### src/rtl/rec_rx_pkg.sv
// rec_rx_pkg: slot framing constants, receiver states and word-field packing
// shared by the recording-stream deserializer.
package rec_rx_pkg;

    localparam logic [5:0] FRAME_LEN = 6'd34;
    localparam logic [5:0] HDR_WIN   = 6'd16;
    localparam logic [5:0] B_START   = 6'd0;
    localparam logic [5:0] B_IMP     = 6'd1;
    localparam logic [5:0] B_IDX_MSB = 6'd2;
    localparam logic [5:0] B_DIS     = 6'd7;

    typedef enum logic [1:0] {HUNT, FRAME, SKIP} state_t;

    function automatic logic [6:0] pack_hdr(input logic dis, input logic imp, input logic [4:0] idx);
        return {dis, imp, idx};
    endfunction

endpackage

### src/rtl/rec_rx_fifo.sv
// rec_rx_fifo: show-ahead synchronous FIFO; a pop frees the slot a same-cycle
// push may use, so push-while-full succeeds whenever a pop happens with it.
module rec_rx_fifo #(
    parameter int W     = 23,
    parameter int DEPTH = 4
) (
    input  logic                   clk_i,
    input  logic                   reset_n_i,
    input  logic                   push,
    input  logic                   pop,
    input  logic [W-1:0]           din,
    output logic [W-1:0]           dout,
    output logic                   full,
    output logic                   empty,
    output logic [$clog2(DEPTH):0] level
);
    localparam int AW = $clog2(DEPTH);

    logic [W-1:0] mem [DEPTH];
    logic [AW:0]  wr, rd;
    logic         do_push, do_pop;

    assign level   = wr - rd;
    assign empty   = wr == rd;
    assign full    = level == (AW+1)'(DEPTH);
    assign do_pop  = pop && !empty;
    assign do_push = push && (!full || do_pop);
    assign dout    = empty ? '0 : mem[rd[AW-1:0]];

    always_ff @(posedge clk_i or negedge reset_n_i) begin
        if (!reset_n_i) begin
            wr <= '0;
            rd <= '0;
        end else begin
            wr <= wr + (AW+1)'(do_push);
            rd <= rd + (AW+1)'(do_pop);
        end
    end

    always_ff @(posedge clk_i) begin
        if (do_push) mem[wr[AW-1:0]] <= din;
    end

endmodule

### src/rtl/rec_rx_deser.sv
// rec_rx_deser: locks onto 34-bit recording slots, decodes header and ADC bits,
// and queues one word per framed slot with header/sequence/overflow flags.
module rec_rx_deser
    import rec_rx_pkg::*;
#(
    parameter int ADC_BITS    = 16,
    parameter int DATA_OFFSET = 0,
    parameter int FIFO_DEPTH  = 4
) (
    input  logic                          clk_i,
    input  logic                          reset_n_i,
    input  logic                          rec_sync_en_i,
    input  logic                          rec_data_i,
    output logic [ADC_BITS+6:0]           word_o,
    output logic                          word_valid_o,
    input  logic                          word_ready_i,
    output logic [$clog2(FIFO_DEPTH):0]   fifo_level_o,
    output logic                          locked_o,
    output logic                          hdr_err_o,
    output logic                          seq_err_o,
    output logic                          ovf_o,
    input  logic                          clr_ovf_i
);
    localparam logic [5:0] D0 = 6'(HDR_WIN + 6'(DATA_OFFSET));
    localparam logic [5:0] D1 = 6'(D0 + 6'(ADC_BITS) - 6'd1);

    state_t              state, state_nxt;
    logic [5:0]          cnt, cnt_nxt;
    logic [6:0]          hdr, hdr_nxt;
    logic [ADC_BITS-1:0] data, data_nxt;
    logic [4:0]          exp_idx, exp_nxt;
    logic                first, first_nxt;
    logic                hdr_err_nxt, seq_err_nxt, push, full, empty, overflow;
    logic [ADC_BITS+6:0] push_word;

    assign locked_o     = state != HUNT;
    assign word_valid_o = !empty;
    assign push_word    = {pack_hdr(hdr[0], hdr[B_DIS - B_IMP], hdr[B_DIS - B_IDX_MSB -: 5]), data_nxt};
    assign overflow     = push && full && !(word_ready_i && word_valid_o);

    always_comb begin
        state_nxt   = state;
        cnt_nxt     = (cnt == FRAME_LEN - 6'd1) ? '0 : cnt + 6'd1;
        hdr_nxt     = hdr;
        data_nxt    = data;
        exp_nxt     = exp_idx;
        first_nxt   = first;
        hdr_err_nxt = 1'b0;
        seq_err_nxt = 1'b0;
        push        = 1'b0;
        if (!rec_sync_en_i) begin
            state_nxt = HUNT;
            cnt_nxt   = '0;
        end else if (state == HUNT) begin
            first_nxt = 1'b1;
            state_nxt = rec_data_i ? FRAME : HUNT;
            cnt_nxt   = rec_data_i ? B_START + 6'd1 : '0;
        end else if (cnt == B_START) begin
            // An empty slot still advances the expected channel
            state_nxt = rec_data_i ? FRAME : SKIP;
            if (!rec_data_i) exp_nxt = exp_idx + 5'd1;
        end else if (state == FRAME) begin
            if (cnt >= B_IMP && cnt <= B_DIS) hdr_nxt = {hdr[5:0], rec_data_i};
            if (cnt == B_DIS) begin
                seq_err_nxt = !first && (hdr[4:0] != exp_idx);
                exp_nxt     = hdr[4:0] + 5'd1;
                first_nxt   = 1'b0;
            end
            if (cnt > B_DIS && cnt < HDR_WIN && rec_data_i) begin
                hdr_err_nxt = 1'b1;
                state_nxt   = HUNT;
                cnt_nxt     = '0;
            end
            if (cnt >= D0 && cnt <= D1) data_nxt = ADC_BITS'({data, rec_data_i});
            push = cnt == FRAME_LEN - 6'd1;
        end
    end

    always_ff @(posedge clk_i or negedge reset_n_i) begin
        if (!reset_n_i) begin
            state     <= HUNT;
            cnt       <= '0;
            hdr       <= '0;
            data      <= '0;
            exp_idx   <= '0;
            first     <= 1'b1;
            hdr_err_o <= 1'b0;
            seq_err_o <= 1'b0;
            ovf_o     <= 1'b0;
        end else begin
            state     <= state_nxt;
            cnt       <= cnt_nxt;
            hdr       <= hdr_nxt;
            data      <= data_nxt;
            exp_idx   <= exp_nxt;
            first     <= first_nxt;
            hdr_err_o <= hdr_err_nxt;
            seq_err_o <= seq_err_nxt;
            ovf_o     <= overflow ? 1'b1 : (clr_ovf_i ? 1'b0 : ovf_o);
        end
    end

    rec_rx_fifo #(.W(ADC_BITS + 7), .DEPTH(FIFO_DEPTH)) u_fifo (
        .clk_i     (clk_i),
        .reset_n_i (reset_n_i),
        .push      (push),
        .pop       (word_ready_i),
        .din       (push_word),
        .dout      (word_o),
        .full      (full),
        .empty     (empty),
        .level     (fifo_level_o)
    );

endmodule
### config.mk
export PLATFORM = sky130hd
export DESIGN_NAME = rec_rx_deser
export DESIGN_NICKNAME = d
export VERILOG_FILES = /design/src/rtl/rec_rx_pkg.sv /design/src/rtl/rec_rx_fifo.sv /design/src/rtl/rec_rx_deser.sv
export SDC_FILE = /design/constraint.sdc
export NUM_CORES = 1
export LEC_CHECK = 0
export BUFFER_PORTS_ARGS = -buffer_cell sky130_fd_sc_hd__clkbuf_2
export CORE_ASPECT_RATIO = 0.7
export CORE_MARGIN = 2
export CORE_UTILIZATION = 45
export DETAILED_ROUTE_END_ITERATION = 16
export SYNTH_ARGS = -nofsm -noshare
export SYNTH_HDL_FRONTEND = slang
export SYNTH_SLANG_ARGS = --single-unit
### constraint.sdc
create_clock -name clk_i -period 4.95 [get_ports clk_i]
set_clock_uncertainty 0.2 [all_clocks]
set_input_delay 0.495 -clock clk_i [delete_from_list [all_inputs] [get_ports clk_i]]
set_output_delay 0.495 -clock clk_i [all_outputs]
set_load 0.03 [all_outputs]
* Word-level counts from Yosys, hierarchy flattened
Memories as Yosys holds them, arrays and structs flattened.
Cells that the tools add are included.
** Storage, ports and cells
- Bits in registers :: 46
- Latch bits :: 0
- RAM bits :: 92
- Memory bits (read-only) :: 0
- Bits of input ports :: 6
- Logic and storage cells :: 108
- Memories :: 1
** Operators by class
- Add/subtract/negate cells :: 6
- Multipliers :: 0
- Divide/modulo/power cells :: 0
- $lt $le $gt $ge :: 6
- Equal/unequal tests :: 10
- Shift operators :: 0
- Multiplexer cells :: 46
- Bitwise logic cells :: 2
- Reduce and logical (&&, ||, !) cells :: 26
** Memories
- u_fifo.mem :: words 4, bits a word 23, rd ports 1, clocked after memory_dff 0, write ports 1, RTL line rec_rx_fifo.sv:19 : logic [W-1:0] mem [DEPTH];
** Operators by type and width (number)
- 16-bit two-way mux :: 5
- 6-bit two-way mux :: 6
- 1-bit two-way mux :: 24
- 23-bit two-way mux :: 1
- 5-bit two-way mux :: 4
- 2-bit two-way mux :: 6
- 2-bit nonzero test :: 6
- 5-bit by 1-bit adder with 5-bit output (second input constant) :: 2
- 5-bit AND reduction :: 2
- 1-bit logical AND :: 9
- 4-bit by 1-bit != test with 1-bit output (second input constant) :: 2
- 3-bit by 1-bit adder with 3-bit output :: 2
- 6-bit by 1-bit adder with 6-bit output (second input constant) :: 1
- 6-bit by 3-bit == test with 1-bit output (second input constant) :: 1
- 6-bit == test (second input constant) :: 1
- 6-bit by 1-bit >= comparator with 1-bit output (second input constant) :: 1
- 6-bit by 5-bit >= comparator with 1-bit output (second input constant) :: 1
- 6-bit by 3-bit > comparator with 1-bit output (second input constant) :: 1
- 6-bit by 3-bit <= comparator with 1-bit output (second input constant) :: 1
- 6-bit by 5-bit <= comparator with 1-bit output (second input constant) :: 1
- 6-bit logical NOT :: 1
- 6-bit by 5-bit less-than comparator with 1-bit output (second input constant) :: 1
- 5-bit != test :: 1
- 1-bit logical NOT :: 4
- other kinds (10) :: 12

* Depth between registers and ports, before layout
Gate-level depths: netlist of the first run.
- Word-level depth :: 8
- Gate-level depth with buffers :: 11

* Hierarchy
From an unflattened synthesis of the first run, not the netlist that was laid out.
** Unflattened totals
- Cells, all modules :: 349
- Area, all modules :: 5969.5 um^2
** Modules (own cells, without submodules)
- rec_rx_fifo :: times used 1, cells an instance 183, area each 4070.2 um^2, seq. area each 2912.8 um^2
- rec_rx_deser :: times used 1, cells an instance 166, area each 1899.3 um^2, seq. area each 1002.2 um^2

* Worst setup path after synthesis of the first run
Ideal clock, no wire load.
- Path type :: register to register
- From :: register u_fifo.rd[1]
- To :: memory u_fifo.mem[1][0], enable pin
- Setup time :: 0.432 ns
- Arrival :: 3.361 ns
- Slack :: 0.957 ns
- Stages on the path, launching flop included :: 9
- Clock period less this slack :: 3.993 ns
- Cell sequence :: dfrtp_1 clkbuf_1 clkbuf_1 inv_1 ha_1 a21boi_0 nand4b_1 nand3_1 nor3_1
** Between the ends
- Word-level cells in the longest chain between the ends :: 7
- Elaborated cells on any way between the ends :: 10
- Classes of those cells :: 1 x add/sub; 2 x eq/ne; 2 x mux; 5 x reduce/logical
** RTL lines
- start, declared :: RTL line rec_rx_fifo.sv:20 : logic [AW:0] wr, rd;
- start signal, assigned :: RTL line rec_rx_fifo.sv:36 : rd <= rd + (AW+1)'(do_pop);
- 3-bit subtractor / 3-bit == test (equally long branches) :: RTL line rec_rx_fifo.sv:23, rec_rx_fifo.sv:24
- 3-bit == test / 1-bit logical NOT (equally long branches) :: RTL line rec_rx_fifo.sv:25, rec_rx_fifo.sv:26
- 1-bit logical NOT / 1-bit logical AND (equally long branches) :: RTL line rec_rx_fifo.sv:27, rec_rx_fifo.sv:26
- 1-bit logical OR * :: RTL line rec_rx_fifo.sv:27 : assign do_push = push && (!full || do_pop);
- 1-bit logical AND * :: RTL line rec_rx_fifo.sv:27
- 1-bit two-way mux * :: RTL line rec_rx_fifo.sv:41 : if (do_push) mem[wr[AW-1:0]] <= din;
- 1-bit two-way mux (implied by the code) * :: RTL line rec_rx_fifo.sv:41
- end, declared :: RTL line rec_rx_fifo.sv:19
Every way passes the cells marked *; elsewhere a longest branch is shown, timed or not.

* Final worst setup path of the first run
- From :: register u_fifo.rd[1]
- To :: output port word_o[14]
** Between the ends
- Word-level cells in the longest chain between the ends :: 2
- Elaborated cells on any way between the ends :: 3
- Classes of those cells :: 1 x eq/ne; 1 x mux; 1 x memory
** RTL lines
- memory read 4 x 23 bit / 3-bit == test (equally long branches)
- 23-bit two-way mux * :: RTL line rec_rx_fifo.sv:28 : assign dout = empty ? '0 : mem[rd[AW-1:0]];
- end, declared :: RTL line rec_rx_deser.sv:14 : output logic [ADC_BITS+6:0] word_o,
Marks and branches as above.

==> impl_metrics.csv, run 1 <==
group,metric,value,unit
min_path,min_path_type,"in -> async",
clocking,cts_hold_repair.buffers,0,
finish,layout.nets,416,
clocking,clk_pin_slew,0.06,ns
place,port_buffers,36,
floorplanning,dieWidth,140,um
synth,synth_async_sr_flop_share,33.3,%
finish,antenna_cells,0,
clocking,cts_buffers,17,
synth,synth_most_common_cell,"edfxtp_1",
pwr,p_leak,2.51,nW
detailed_routing,m1WireLength,5330,um
critical_path,crit_start,"u_fifo.rd[1]$_DFF_PN0_",
sta,slew_headroom,41.9,%
floorplanning,initial_core_util,46.5,%
status,violations,"DRC, hold timing",
clocking,clockBufferDepth,2,
synth,synth_seq_area_share,67.1,%
sta,layout_min_cycle_time,3.03,ns
critical_path,critPathKind,"reg -> out",
sta,max_freq,0.329,GHz
place,place.gp.congestion,0.787,
critical_path,worstSetupEndpointType,"output pin",
sta,fin_setup_tns,0,ns
grt,grt_usage,17.3,%
synth,ys.flop_type,"edfxtp_1",
synth,synthTopCellsByCount,"edfxtp_1, dfrtp_1, mux2_2, nor2b_1, mux4_2",
synth,synth.top_cell.area_share,47.4,%
clocking,numClockSinks,138,
detailed_routing,drt_iter0_markers,147,
status,status,"finished with violations",
detailed_routing,avgViaCountPerCell,5.27,
critical_path,worst-path-stages,7,
floorplanning,boundaryPins,37,
synth,ys_types,50,
floorplanning,die-area,0.0139,mm^2
synth,synth_cells,348,
clocking,cts_setup_buffers,0,
clocking,clock_latency,0.41,ns
critical_path,worstPathArrival,2.34,ns
critical_path,r2r-start,"cnt[4]$_DFF_PN0_",
critical_path,crit_path_max_fanout,26,
floorplanning,num_rows,34,
grt,grt_pass1_wl,17900,um
synth,syn_nets,367,
detailed_routing,vias,3013,
critical_path,slowest_delay,0.37,ns
detailed_routing,top_layer_used,"met4",
grt,grt_pass1_vias,3255,
place,place_hpwl,6650,um
critical_path,cpMostUsedCell,"buf_4",
synth,synth_seq_cells,138,
detailed_routing,wl_per_cell,18.9,um
grt,grt_antenna_before_repair,0,
sta,rsz0062_at_grt,"no",
detailed_routing,postRouteWirelength,10800,um
critical_path,worstRegToRegCells,8,
grt,grt-ovfl-total,0,
finish,layout-drive-gt1-share,33.9,%
critical_path,r2r-end,"exp_idx[4]$_DFFE_PN0P_",
critical_path,cp.required,4.26,ns
sta,fin_crit_sh,61.3,%
clocking,root_buffer,"clkbuf_16",
floorplanning,coreArea,0.0125,mm^2
clocking,ctsResizeCount,0,
sta,worstMarginPinSlew,0.871,ns
clocking,h-tree-depth,4,
sta,drv_slew,0,
finish,area_delta_synth_final,17.3,%
pwr,p_total,3.46,mW
critical_path,critPathBufInv,4,
clocking,cts_tree,"done",
critical_path,crit_chain,"buf_4 -> inv_1 -> ha_1 -> and3_1 -> buf_4 -> nor2b_1 -> clkbuf_2",
critical_path,slowest_stage,"buf_4",
grt,grt_max_degree,47,
sta,finalHoldViolations,23,
synth,synth_edf_count,92,
sta,setup_viol,0,
job,cap_violations,0,
pwr,p_per_area,506,mW/mm^2
critical_path,critPathCapture,"word_o[14]",
synth,synth_top_area_cell,"edfxtp_1",
synth,ys_warn_count,0,
pwr,ir_drop,253,uV
floorplanning,die_h,99.3,um
detailed_routing,drc,3,
critical_path,r2r_slack,2.16,ns
detailed_routing,ant_nets,0,
synth,synth_area,0.00583,mm^2
critical_path,cpLargestDelayFamily,"buffers and inverters",
detailed_routing,drt_first_pass_iters,13,
detailed_routing,dr_wl_met3,430,um
detailed_routing,wl_met2,4980,um
synth,synth_area_leaders,"edfxtp_1, dfrtp_1, mux4_2",
critical_path,cp-start-kind,"register",
synth,postSynthAreaPerCell,16.8,um^2
sta,hold_slack,-0.0433,ns
[where the power goes]
part	internal (mW)	leakage [nW]	switching [mW]
combinational	0.281	0.864	0.513
sequential	1.27	1.34	0.0593
clock	0.847	0.305	0.486
[cell usage in the layout, fill, tap and decap left out, types with 10 or more instances in the layout]
master,instances
dfrtp_1,45
ha_1,12
mux4_2,23
clkbuf_2,36
mux2_2,25
edfxtp_1,92
clkbuf_16,17
nor2b_1,24
nand3_1,10
nor2_1,11
inv_1,14
nand2_1,12
[area by class of cell]
cell class	instances	area (um^2)
clock inverter	14	195
clock buffer	18	429
sequential	138	3920
inverter	14	52.6
tap	162	203
fill	1011	5710
timing repair buffer	44	240
multi-input combinational	182	1810
[per-layer routing]
layer | track usage, % | vias up
li1 | - | 1412
met1 | 25.1 | 1536
met2 | 25.8 | 56
met3 | 3.80 | 9
met4 | 6.76 | 0
met5 | 0 | -
[sequential cells by signal (all words and copies together), names as in the netlist]
name / count
hdr: 7
u_fifo.wr: 3
u_fifo.rd: 3
seq_err_o: 1
cnt: 6
exp_idx: 5
hdr_err_o: 1
state: 2
u_fifo.mem: 92
ovf_o: 1
first: 1
data: 16
[worst register-to-register path, cell delays in order, from the launching register on]
cell,delay (ns)
dfrtp_1,0.48
nor4_4,0.41
and2_1,0.45
mux2_2,0.40
ha_1,0.26
nand3_1,0.12
mux2_1,0.15
nand4b_1,0.10
o211a_1,0.12
[logic make-up after synthesis]
kind of cell / count (synthesis) / synth area share [%]
XOR/XNOR: 14 / 2.10
multiplexers: 49 / 13.9
AO/OA/AOI/OAI: 23 / 3.28
adder cells (fa/ha/maj): 13 / 2.92
buffers and inverters: 28 / 2.27
flip-flops: 138 / 67.1
AND/OR/NAND/NOR: 83 / 8.41
[how the worst min path moves through the flow]
stage,slack [ns],end,depth (start not counted)
after detailed placement,0.28,u_fifo.rd[2]$_DFF_PN0_,1
after global routing,0.04,exp_idx[2]$_DFFE_PN0P_,2
after floorplan,-0.0006,cnt[0]$_DFF_PN0_,0
after CTS,0.002,exp_idx[2]$_DFFE_PN0P_,2
final,-0.04,exp_idx[1]$_DFFE_PN0P_,2
after global placement,0.28,u_fifo.wr[2]$_DFF_PN0_,1
[metrics by stage]
step | hold slack (ns) | instances | utilization (%) | area (um^2) | setup slack (ns)
finish | -0.0433 | 572 | 54.5 | 6840 | 1.92
global route | 0.0403 | 572 | 54.5 | 6840 | 1.78
CTS | 0.00184 | 572 | 54.5 | 6840 | 1.85
detailed placement | 0.284 | 540 | 49.5 | 6220 | 2.15
global placement | 0.279 | 540 | 49.5 | 6220 | 2.23
floorplan | -0.000591 | 348 | - | 5830 | 0.957
Power figures use the tool's default switching activity.
==> run 2, diff against run 1 <==
==> constraint.sdc (replaced) <==
create_clock -name clk_i -period 2.95 [get_ports clk_i]
set_clock_uncertainty 0.2 [all_clocks]
set_input_delay 0.295 -clock clk_i [delete_from_list [all_inputs] [get_ports clk_i]]
set_output_delay 0.295 -clock clk_i [all_outputs]
set_load 0.03 [all_outputs]
==> impl_metrics.csv, run 2 (same netlist as run 1, synthesis figures left out) <==
group,metric,value,unit
critical_path,worstSetupEndpointType,"register",
critical_path,slowest_stage,"dfrtp_1",
detailed_routing,wl_per_cell,18.9,um
detailed_routing,postRouteWirelength,10900,um
finish,layout.nets,424,
grt,grt_pass1_wl,17900,um
finish,area_delta_synth_final,21.0,%
detailed_routing,drt_first_pass_iters,10,
sta,hold_slack,0.0623,ns
pwr,p_total,5.97,mW
status,violations,"DRC",
critical_path,slowest_delay,0.51,ns
detailed_routing,avgViaCountPerCell,5.39,
critical_path,cp-start-kind,"register",
sta,setup_viol,0,
clocking,h-tree-depth,4,
grt,grt_antenna_before_repair,0,
sta,max_freq,0.372,GHz
floorplanning,dieWidth,140,um
sta,layout_min_cycle_time,2.69,ns
finish,layout_commonest_cell,"edfxtp_1",
finish,final_cells,580,
pwr,ir_drop,419,uV
place,place.gp.congestion,0.822,
floorplanning,boundaryPins,37,
sta,fin_crit_sh,91.0,%
finish,final_cell_mix,"edfxtp_1, dfrtp_1, clkbuf_2",
finish,antenna_cells,0,
detailed_routing,drt_iter0_markers,193,
sta,finalHoldViolations,0,
place,place_ws,0.297,ns
sta,slew_headroom,62.0,%
status,status,"finished with violations",
sta,drv_slew,0,
pwr,p_leak,2.59,nW
place,place_hpwl,6990,um
detailed_routing,ant_nets,0,
job,cap_violations,0,
sta,worstMarginPinSlew,0.571,ns
place,port_buffers,36,
critical_path,crit_path_max_fanout,23,
place,place_area,0.00638,mm^2
clocking,numClockSinks,138,
detailed_routing,vias,3124,
floorplanning,die-area,0.0139,mm^2
finish,final_util,56.2,%
clocking,root_buffer,"clkbuf_16",
grt,grt-ovfl-total,0,
floorplanning,die_h,99.3,um
critical_path,critPathBufInv,2,
floorplanning,num_rows,34,
pwr,p_per_area,847,mW/mm^2
critical_path,worstPathArrival,2.59,ns
floorplanning,initial_core_util,46.5,%
critical_path,crit_chain,"inv_1 -> fa_2 -> xnor2_4 -> nand4b_1 -> nand3_4 -> nor3_4 -> buf_12",
sta,finalWorstSetupSlack,0.265,ns
clocking,clk_pin_slew,0.07,ns
clocking,clock_latency,0.41,ns
detailed_routing,drc,3,
min_path,min_path_type,"in -> reg",
sta,rsz0062_at_grt,"no",
finish,layout-drive-gt1-share,36.1,%
critical_path,cpLargestDelayFamily,"simple AND/OR/NAND/NOR gates",
place,place_inst,545,
floorplanning,coreArea,0.0125,mm^2
clocking,cts_tree,"done",
clocking,cts_buffers,17,
finish,stdcell_area,0.00706,mm^2
critical_path,cp.required,2.85,ns
grt,grt_pass1_vias,3204,
critical_path,critPathKind,"reg -> reg",
grt,grt_max_degree,28,
sta,fin_setup_tns,0,ns
clocking,clockBufferDepth,2,
critical_path,r2r_slack,0.26,ns
finish,largest_reg_flops,92,
grt,grt_usage,17.3,%
## run 2: timing repair
item                                    CTS  global route
hold buffers                              3             0
buffers inserted                          0             0
endpoints found under the hold margin    24             0
resized for setup                         0             1
endpoints found under the setup margin    0            16
## run 2: worst paths after layout
kind,startpoint,endpoint,cells after the start
hold / removal,rec_data_i,state[1]$_DFFE_PN0P_,2
min in group asynchronous,reset_n_i,seq_err_o$_DFF_PN0_,2
hold reg to reg,u_fifo.wr[2]$_DFF_PN0_,u_fifo.wr[2]$_DFF_PN0_,1
setup reg to reg,u_fifo.wr[1]$_DFF_PN0_,u_fifo.mem[0][3]$_DFFE_PP_,7
setup / recovery,u_fifo.wr[1]$_DFF_PN0_,u_fifo.mem[0][3]$_DFFE_PP_,7
max in group asynchronous,reset_n_i,first$_DFFE_PN1P_,3
## run 2: worst register-to-register path, delay by kind of cell (launching register included)
| family | cells | cell delay (ns) |
|---|---|---|
| simple gates | 3 | 0.63 |
| flops | 1 | 0.51 |
| xor+xnor | 1 | 0.16 |
| fa+ha+maj | 1 | 0.44 |
| buf+inv | 2 | 0.44 |
## run 2: report_power, final
group | internal [mW] | leakage (nW) | switching [mW] | total (mW)
Clock | 1.50 | 0.313 | 0.805 | 2.31
Combinational | 0.531 | 0.934 | 0.882 | 1.41
Sequential | 2.14 | 1.34 | 0.116 | 2.25
Total | 4.17 | 2.59 | 1.80 | 5.97
## run 2: metal layers
| metal | routed length, um | GRT usage [%] |
|---|---|---|
| met1 | 5300 | 25.6 |
| met2 | 4920 | 25.4 |
| met3 | 628 | 3.76 |
| met4 | 92 | 6.76 |
| met5 | 0 | 0 |
## run 2: area by class of cell
| cell class | instances | area [um^2] |
|---|---|---|
| clock buffers | 17 | 425 |
| clock inverters | 15 | 224 |
| fillers | 978 | 5490 |
| inverters | 14 | 52.6 |
| multi-input cells | 182 | 1870 |
| flip-flops and latches | 138 | 3920 |
| well taps | 162 | 203 |
| repair buffers | 52 | 370 |
==> run 3, diff against run 2 <==
--- a/config.mk
+++ b/config.mk
@@ -5,6 +5,7 @@
 export SDC_FILE = /design/constraint.sdc
 export NUM_CORES = 1
 export LEC_CHECK = 0
+export ABC_AREA = 1
 export BUFFER_PORTS_ARGS = -buffer_cell sky130_fd_sc_hd__clkbuf_2
 export CORE_ASPECT_RATIO = 0.7
 export CORE_MARGIN = 2
==> impl_metrics.csv, run 3 <==
group,metric,value,unit
status,status,"finished with violations",
status,violations,"DRC",
place,place_area,0.00626,mm^2
grt,grt_pass1_vias,3874,
grt,grt-ovfl-total,0,
finish,antenna_cells,0,
finish,ff_latch_area,0.00392,mm^2
sta,fin_crit_sh,94.7,%
finish,area_delta_synth_final,18.3,%
sta,max_freq,0.358,GHz
synth,synth_edf_count,92,
detailed_routing,postRouteWirelength,12800,um
detailed_routing,avgViaCountPerCell,5.17,
sta,slew_headroom,51.7,%
sta,drv_slew,0,
pwr,pwr-share-seq,49.6,%
synth,synthTopCellsByCount,"nor2_1, edfxtp_1, o21ai_0, nand2_1, dfrtp_1",
floorplanning,initial_core_util,46.5,%
clocking,cts_tree,"done",
clocking,cts_buffers,17,
detailed_routing,drt_first_pass_iters,12,
detailed_routing,vias,3932,
synth,syn_nets,550,
grt,grt_usage,19.5,%
finish,multi_input_comb_area,0.00169,mm^2
critical_path,r2r-start,"cnt[0]$_DFF_PN0_",
floorplanning,die-area,0.0139,mm^2
sta,finalWorstSetupSlack,0.156,ns
clocking,clk_pin_slew,0.06,ns
place,place_inst,721,
synth,synth_area,0.00584,mm^2
sta,setup_viol,0,
sta,rsz0062_at_grt,"no",
synth,synth_most_common_cell,"nor2_1",
pwr,clockPowerShare,43.7,%
critical_path,critPathKind,"reg -> out",
critical_path,cp.required,2.46,ns
critical_path,r2r-end,"u_fifo.mem[0][0]$_DFFE_PP_",
pwr,p_switching,1.14,mW
finish,final_cell_mix,"nor2_1, edfxtp_1, o21ai_0",
pwr,ir_drop,484,uV
clocking,root_buffer,"clkbuf_16",
synth,ys_warn_count,0,
floorplanning,boundaryPins,37,
synth,synth_seq_area_share,67.0,%
finish,stdcell_area,0.00691,mm^2
critical_path,cp-start-kind,"register",
synth,synth_async_sr_flop_share,33.3,%
clocking,clockBufferDepth,2,
job,cap_violations,0,
min_path,min_from,"rec_sync_en_i",
critical_path,worstPathArrival,2.30,ns
critical_path,worstSetupEndpointType,"output pin",
grt,grt_antenna_before_repair,0,
pwr,p_total,4.69,mW
finish,layout.nets,604,
detailed_routing,wl_per_cell,16.9,um
pwr,p_leak,2.88,nW
place,place.gp.congestion,0.886,
finish,final_cells,760,
synth,synth_seq_cells,138,
critical_path,crit_path_max_fanout,12,
pwr,p_per_area,679,mW/mm^2
finish,filler_cell_count,1086,
pwr,combPwrFrac,6.8,%
clocking,h-tree-depth,4,
synth,postSynthAreaPerCell,11.0,um^2
synth,ys_types,31,
critical_path,worstRegToRegCells,8,
sta,worstMarginPinSlew,0.718,ns
clocking,numClockSinks,138,
min_path,min_path_type,"in -> reg",
critical_path,r2r_slack,0.31,ns
synth,ys.flop_type,"edfxtp_1",
floorplanning,coreArea,0.0125,mm^2
synth,synth_cells,531,
floorplanning,dieWidth,140,um
detailed_routing,ant_nets,0,
floorplanning,die_h,99.3,um
place,place_hpwl,7590,um
min_path,worstHoldEndpoint,"hdr_err_o$_DFF_PN0_",
pwr,switching_share,24.2,%
clocking,clock_latency,0.40,ns
finish,largest_reg_flops,92,
sta,layout_min_cycle_time,2.79,ns
floorplanning,num_rows,34,
sta,finalHoldViolations,0,
detailed_routing,drt_iter0_markers,238,
synth,synth.top_cell.area_share,47.3,%
min_path,hold_depth,3,
finish,layout-drive-gt1-share,17.4,%
place,port_buffers,36,
synth,synth_area_leaders,"edfxtp_1, dfrtp_1, nor2_1",
detailed_routing,drc,5,
finish,layout_commonest_cell,"nor2_1",
sta,fin_setup_tns,0,ns
grt,grt_max_degree,49,
pwr,p_int,3.56,mW
synth,synth_top_area_cell,"edfxtp_1",
grt,grt_pass1_wl,20600,um
place,place_ws,0.363,ns
## run 3: cell count changes after synthesis, moves of 23 or more
cell,change
a21oi_1,+31
mux4_2,-23
mux2_2,-25
nor2b_1,-24
inv_1,+25
nand2_1,+37
o21ai_0,+52
nor2_1,+106
## run 3: cell type report
cell class                 instances  share of cell area (%)
sequential                       138                    56.7
multi-input combinational        333                    24.4
clock buffer                      17                    6.16
timing repair buffer              54                    5.27
tap                              162                    2.93
inverter                          40                    2.23
clock inverter                    15                    2.19
timing repair inverter             1                   0.109
## run 3: worst max path at each step
stage	end	startpoint	slack, ns
finish	word_o[3]	u_fifo.wr[0]$_DFF_PN0_	0.16
global route	word_o[19]	u_fifo.wr[0]$_DFF_PN0_	0.03
CTS	word_o[3]	u_fifo.wr[0]$_DFF_PN0_	-0.03
detailed placement	u_fifo.mem[0][19]$_DFFE_PP_	cnt[0]$_DFF_PN0_	0.36
global placement	u_fifo.mem[0][2]$_DFFE_PP_	cnt[0]$_DFF_PN0_	0.41
floorplan	u_fifo.mem[0][0]$_DFFE_PP_	u_fifo.rd[1]$_DFF_PN0_	-0.1
## run 3: critical path, cell delays in order, from the launching register on
cell and delay [ns]:
dfrtp_1 0.38, inv_1 0.07, ha_1 0.32, nand4_1 0.33, clkinvlp_4 0.14, buf_4 0.22, a21oi_1 0.19, clkbuf_2 0.24
## run 3: metrics by stage
| stage | utilization (%) | hold WS (ns) |
|---|---|---|
| floorplan | - | -0.201 |
| global placement | 49.9 | 0.0613 |
| detailed placement | 49.9 | 0.0687 |
| CTS | 54.7 | 0.00419 |
| global route | 55.0 | 0.0162 |
| finish | 55.0 | 0.0284 |
## run 3: timing repair
item / CTS / global route
cloned: 0 / 1
hold buffers: 3 / 0
gates resized for setup: 0 / 3
buffers inserted: 0 / 3
pin swaps: 0 / 0
endpoints found under the hold margin: 18 / 0
setup endpoints to repair: 7 / 23
## run 3: layer usage
layer	global-route usage [%]	wire, um
met3	4.77	676
met5	0	0
met2	29.7	5600
met1	28.5	6470
met4	4.90	67
## run 3: power groups by stage
stage	Sequential, mW	Combinational (mW)	Clock [mW]
3_5_place_dp	2.37	0.310	0
3_3_place_gp	2.36	0.300	0
6_report	2.33	0.317	2.05
4_1_cts	2.33	0.316	2.09
5_1_grt	2.34	0.360	2.19
2_1_floorplan	2.31	0.248	0
## run 3: logic make-up after synthesis
| logic type | synth area share, % |
|---|---|
| buffers and inverters | 4.24 |
| AOI/OAI and AO/OA | 8.72 |
| adders and majority gates | 2.91 |
| xor gates and xnor gates | 1.65 |
| DFF | 67.0 |
| and+or+nand+nor | 15.4 |
